File: config.mk
export PLATFORM = sky130hd
export DESIGN_NAME = input_debounce_pair
export DESIGN_NICKNAME = d
export VERILOG_FILES = /design/src/rtl/input_debounce_pair.sv
export SDC_FILE = /design/constraint.sdc
export NUM_CORES = 1
export LEC_CHECK = 0
export BUFFER_PORTS_ARGS = -buffer_cell sky130_fd_sc_hd__buf_2
export CORE_ASPECT_RATIO = 0.7
export CORE_MARGIN = 4
export CORE_UTILIZATION = 40
export DETAILED_ROUTE_END_ITERATION = 12
export PLACE_DENSITY = 0.53
export SLEW_MARGIN = 20
export SYNTH_ARGS = -nofsm -noshare
export SYNTH_HDL_FRONTEND = slang
export SYNTH_SLANG_ARGS = --single-unit
export TNS_END_PERCENT = 20
File: constraint.sdc
create_clock -name clk -period 2.05 [get_ports clk]
set_input_delay 0.205 -clock clk [delete_from_list [all_inputs] [get_ports clk]]
set_output_delay 0.205 -clock clk [all_outputs]
set_load 0.03 [all_outputs]
File: src/rtl/input_debounce_pair.sv
// Two independent debounce channels: 2-flop synchronizer, stability counter, change strobe.
// Optional feature macro DEBOUNCE_BYPASS_EN adds a `bypass` input that passes the synchronized level through.
module input_debounce_pair #(
    parameter int unsigned CNT_W         = 16,
    parameter int unsigned STABLE_CYCLES = 1000
) (
    input  logic clk,
    input  logic rst_n,
`ifdef DEBOUNCE_BYPASS_EN
    input  logic bypass,
`endif
    input  logic a_raw,
    input  logic b_raw,
    output logic a,
    output logic b,
    output logic a_edge,
    output logic b_edge
);

    localparam int unsigned      NCH      = 2;
    localparam logic [CNT_W-1:0] CNT_LAST = CNT_W'(STABLE_CYCLES - 1);

    typedef enum logic {
        IDLE  = 1'b0,
        COUNT = 1'b1
    } state_e;

    logic [NCH-1:0] raw;
    logic [NCH-1:0] out;
    logic [NCH-1:0] strobe;

    assign raw    = {b_raw, a_raw};
    assign a      = out[0];
    assign b      = out[1];
    assign a_edge = strobe[0];
    assign b_edge = strobe[1];

    for (genvar ch = 0; ch < NCH; ch++) begin : g_ch
        logic             s1_q;
        logic             s2_q;
        state_e           state_q, state_d;
        logic [CNT_W-1:0] cnt_q, cnt_d;
        logic             out_q, out_d;
        logic             edge_q, edge_d;

        always_ff @(posedge clk) begin
            if (!rst_n) begin
                s1_q    <= 1'b0;
                s2_q    <= 1'b0;
                state_q <= IDLE;
                cnt_q   <= '0;
                out_q   <= 1'b0;
                edge_q  <= 1'b0;
            end else begin
                s1_q    <= raw[ch];
                s2_q    <= s1_q;
                state_q <= state_d;
                cnt_q   <= cnt_d;
                out_q   <= out_d;
                edge_q  <= edge_d;
            end
        end

        // Accept s2 only after it has differed from out for STABLE_CYCLES consecutive edges.
        always_comb begin
            state_d = state_q;
            cnt_d   = cnt_q;
            out_d   = out_q;
            edge_d  = 1'b0;
`ifdef DEBOUNCE_BYPASS_EN
            if (bypass) begin
                state_d = IDLE;
                cnt_d   = '0;
                out_d   = s2_q;
                edge_d  = (s2_q != out_q);
            end else begin
`endif
            unique case (state_q)
                IDLE: begin
                    cnt_d = '0;
                    if (s2_q != out_q) begin
                        if (STABLE_CYCLES == 1) begin
                            out_d  = s2_q;
                            edge_d = 1'b1;
                        end else begin
                            state_d = COUNT;
                            cnt_d   = CNT_W'(1);
                        end
                    end
                end
                COUNT: begin
                    if (s2_q == out_q) begin
                        cnt_d   = '0;
                        state_d = IDLE;
                    end else if (cnt_q == CNT_LAST) begin
                        out_d   = s2_q;
                        edge_d  = 1'b1;
                        cnt_d   = '0;
                        state_d = IDLE;
                    end else begin
                        cnt_d = cnt_q + CNT_W'(1);
                    end
                end
                default: begin
                    state_d = IDLE;
                    cnt_d   = '0;
                end
            endcase
`ifdef DEBOUNCE_BYPASS_EN
            end
`endif
        end

        assign out[ch]    = out_q;
        assign strobe[ch] = edge_q;
    end

endmodule

After elaboration in Yosys (flattened, before gate mapping)

Index checks and enable logic that the tools add are counted.
Widths: inputs -> output; s select.

Output and inout port bits: 4
Bits of input ports: 4
Word-level logic and storage cells: 47
Register bits after elaboration: 42

Bitwise operators: 5
Reduce and logical (&&, ||, !) cells: 4
Add/subtract/negate cells: 2
Equality and inequality tests: 6
Mux-type cells: 18

Operator list:

| cell                  | count |
|---|---|
| $mux 16               | 4 |
| $pmux 16 s2           | 2 |
| $add 16x1->16 const B | 2 |
| $eq 16x10->1 const B  | 2 |
| $mux 1                | 10 |
| $reduce_and 3->1      | 2 |
| $reduce_or 3->1       | 2 |
| $not 1->1             | 5 |
| $pmux 1 s2            | 2 |
| $eq 1x1->1            | 2 |
| $ne 1x1->1            | 2 |

Logic depth before layout (Yosys ltp)

Depth in word-level cells: 4
Mapped depth: 8

Least setup slack after synthesis

OpenSTA, ideal clock, no wires.

Path kind: reg-to-reg
Start point: register g_ch[1].cnt_q[13]
End point: register g_ch[1].cnt_q[15]
Cell stages (with the launch flop): 6
Data required time: 1.935 ns
Setup slack: 0.268 ns
Period minus slack after synthesis: 1.782 ns
Buffers on the path: 1
Arrival time: 1.667 ns
Cell sequence: dfxtp_1 > or4_4 > or4_4 > nand2b_4 > buf_12 > nor2_2

Cells in the longest elaborated chain, start to end: 4

Ends and longest elaborated chain:

| what                                                 | line    | text |
|---|---|---|
| from (decl)                                          | 42      | `logic [CNT_W-1:0] cnt_q, cnt_d;` |
| from (signal assigned)                               | 58      | `cnt_q <= cnt_d;` |
| $add 16x1->16 / $eq 16x10->1 (equally long branches) | 101, 95 |  |
| $mux 16 (*)                                          | 95      | `end else if (cnt_q == CNT_LAST) begin` |
| $mux 16 (*)                                          | 92      | `if (s2_q == out_q) begin` |
| $pmux 16 s2 (*)                                      | 78      | `unique case (state_q)` |

Every way passes the cells marked *; elsewhere a longest branch is shown, timed or not.
A chain may end at the register's enable or synchronous reset.

Worst setup path in the final report

Start point: register g_ch[1].cnt_q[13]
End point: register g_ch[1].cnt_q[9]

Cells in the longest elaborated chain, start to end: 4

Ends and longest elaborated chain:

| what         | line |
|---|---|
| $eq 16x10->1 | 95 |
| $mux 16      | 95 |
| $mux 16      | 92 |
| $pmux 16 s2  | 78 |

Every way passes these cells.

==> results.py <==
metrics = {
    "cts": {
        "ctsHoldBuffers": 0,
        "cts_tree": "built",
        "clk_pin_slew_ps": 80,
        "cts_buffers": 5,
        "cts.repair.resized": 0,
        "htreeDepth": 2,
        "cts_sinks": 42,
        "clockBufferDepth": 2,
        "clk_root_buffer_cell": "clkbuf_8",
        "clkLatencyLatePin_ps": 290,
        "post_cts_buffers": 0,
    },
    "global_route": {
        "met3_usage": 0.0457,
        "met1_usage": 0.197,
        "grt_busiest_layer": "met1",
        "grt_usage": 0.136,
        "grt_max_degree": 16,
        "grt_pass1_wl_um": 6030,
        "grt_use_met2": 0.189,
        "overflow": 0,
        "antenna_found_initial": 0,
        "grt_pass1_vias": 1278,
    },
    "floorplan": {
        "rows": 20,
        "start_util": 0.416,
        "core_area_um2": 4380,
        "io_pins": 8,
        "die_x_um": 88.7,
        "dieArea_um2": 5720,
        "fp.dieH_um": 64.5,
    },
    "power": {
        "powerDensity_nw_per_um2": 698,
        "p_sw_uw": 288,
        "worst_ir_drop_vdd_uv": 368,
        "p_leak_nw": 0.616,
        "switching_share": 0.207,
        "combPwrFrac": 0.009,
        "clkPwrFrac": 0.399,
        "p_int_mw": 1.11,
        "seqPwrFrac": 0.592,
    },
    "cells_and_area": {
        "final_common_cell": "dfxtp_1",
        "layout-drive-gt1-share": 0.142,
        "fin_nets": 216,
        "final_cell_count_no_fill": 266,
        "area_growth_pct": 9.47,
        "final_core_util": 0.456,
        "antenna_cells": 0,
        "final_cell_mix": "42 x dfxtp_1, 27 x nor2_1, 20 x xnor2_1",
        "finalInstanceArea_um2": 2000,
    },
    "critical_path": {
        "required_ps": 2230,
        "startpoint_type": "flip-flop",
        "r2r_start": "g_ch[1].cnt_q[13]",
        "critPathCaptureType": "flip-flop",
        "crit_chain": "or4_4, or4_4, nand2b_4, nor2_1",
        "worst-r2r-cell-count": 4,
        "path_common_cell": "or4_4",
        "worstReg2RegEnd": "g_ch[1].cnt_q[9]",
        "max_stage_delay_ps": 560,
        "cp.arrival_ps": 2040,
        "r2r_slack_ps": 190,
        "cp_slowest_cell": "or4_4",
        "crit_type": "flip-flop to flip-flop",
        "cp_max_fo": 15,
    },
    "timing": {
        "fin_crit_ps": 1860,
        "tightest_slew_ps": 503,
        "fmax_ghz": 0.538,
        "max_slew_margin": 0.661,
        "min_period_over_period": 0.907,
        "tns_ps": 0,
        "setup_viol": 0,
        "drv_slew": 0,
        "hold_viol_final": 0,
        "fin_skew_ps": 7.34,
        "rsz0062_at_grt": "false",
    },
    "place": {
        "post_dp_cell_area_um2": 1900,
        "dpl.cell_count": 258,
        "numPortBuffers": 7,
        "dp_hpwl_um": 2410,
        "place_congestion": 0.777,
    },
    "logic_synthesis": {
        "synth_top_family_by_area": "simple AND/OR/NAND/NOR gates",
        "yosysSeqAreaShare": 0.461,
        "synth_edf_count": 0,
        "ys_ff_latch": 42,
        "synth-compound-area-share": 0.0357,
        "syn_area_um2": 1820,
        "netlist_instances": 200,
        "syn-num-nets": 206,
        "synthArstFlopShare": 0,
        "yosys.area_share.xor_xnor": 0.139,
        "synthSimpleGateAreaFrac": 0.311,
        "synth_warnings": 0,
        "synthMuxAreaShare": 0,
        "syn-mean-instance-area_um2": 9.11,
        "synth_adder_area_share": 0.0137,
        "ys_types": 31,
        "synthFlopType": "dfxtp_1",
    },
    "flow_run": {
        "cap_viol_max_count": 0,
    },
    "detailed_routing": {
        "drtAntennaViolNets": 0,
        "drtIter0Drc": 106,
        "finalWirelength_um": 3340,
        "routedWlPerCell_um": 12.6,
        "post_drt_via_cell_ratio": 5.05,
        "drc": 0,
        "vias": 1342,
        "drt_first_pass_iters": 4,
    },
    "worst_hold_path": {
        "hold_start": "a_raw",
        "holdPathStages": 2,
        "hp-class": "primary input to flip-flop",
        "hold_end": "g_ch[0].s1_q",
    },
    "run_status": {
        "status": "complete, no violations",
    },
}
==> worst max-delay path: cells and delay by family (launching register included) <==
kind	cells	cell delay [ps]
flip-flops	1	340
AND/OR/NAND/NOR	4	1410
==> flip-flops by register name (all words and copies together), names as in the netlist <==
signal and cells:
a 1, a_edge 1, b 1, b_edge 1, g_ch.cnt_q 32, g_ch.s1_q 2
g_ch.s2_q 2, g_ch.state_q 2
==> final cells by class <==
type / count / area [um2]
Sequential cell: 42 / 841
Timing Repair Buffer: 9 / 50.0
Multi-Input combinational cell: 144 / 911
Tap cell: 55 / 68.8
Clock buffer: 7 / 86.3
Fill cell: 423 / 2380
Inverter: 8 / 30.0
Clock inverter: 1 / 8.76
==> worst max path at each step <==
| stage | from | to | slack [ps] | cells past startpoint |
|---|---|---|---|---|
| 2_1_floorplan | g_ch[1].cnt_q[13] | g_ch[1].cnt_q[15] | 270 | 5 |
| 5_1_grt | g_ch[1].cnt_q[13] | g_ch[1].cnt_q[9] | 100 | 4 |
| 6_report | g_ch[1].cnt_q[13] | g_ch[1].cnt_q[9] | 190 | 4 |
| 3_5_place_dp | g_ch[1].cnt_q[13] | g_ch[1].cnt_q[13] | 190 | 4 |
| 4_1_cts | g_ch[1].cnt_q[13] | g_ch[1].cnt_q[13] | 170 | 4 |
| 3_3_place_gp | g_ch[1].cnt_q[13] | g_ch[1].cnt_q[12] | 230 | 4 |
==> through the flow <==
stage	hold WS, ps	worst slack, ps	power (mW)
floorplan	332	268	0.852
global placement	414	230	0.856
detailed placement	416	188	0.857
CTS	108	174	1.41
global route	110	105	1.46
finish	114	192	1.39
==> kinds of logic (layout without fill, tap and decap cells) <==
family          after synthesis  after routing
compound gates               10             10
fa+ha+maj                     2              2
simple gates                103            103
xor+xnor                     29             29
buf+inv                      14             25
flops                        42             42
==> layer usage <==
layer,vias to the layer above,wire (um)
met4,0,27
met1,609,1730
met2,28,1400
met3,5,184
met5,-,0
li1,700,-
==> synthesized netlist by cell type (2+ instances only) <==
library cell,instances,area (um2)
or4_4,2,22.5
a21oi_1,4,20.0
nor2_2,10,62.6
inv_1,8,30.0
and3_1,2,12.5
xnor2_1,20,175
nor3_1,6,30.0
nand4_1,11,68.8
clkbuf_1,3,11.3
dfxtp_1,42,841
buf_2,2,10.0
nor4_1,9,56.3
nand2_1,10,37.5
nor4bb_1,2,20.0
xor2_1,9,78.8
ha_1,2,25.0
and2_1,4,25.0
nand3_1,13,65.1
nor2_1,27,101
o21a_1,2,15.0
and4_1,2,17.5
==> power groups by stage <==
stage,Sequential [mW],Combinational [mW],Clock [mW]
after floorplan,0.843,0.00927,0
after global placement,0.844,0.0123,0
after detailed placement,0.844,0.0129,0
after CTS,0.825,0.0128,0.573
after global routing,0.826,0.0148,0.615
final,0.825,0.0125,0.556
Power figures use the tool's default switching activity.
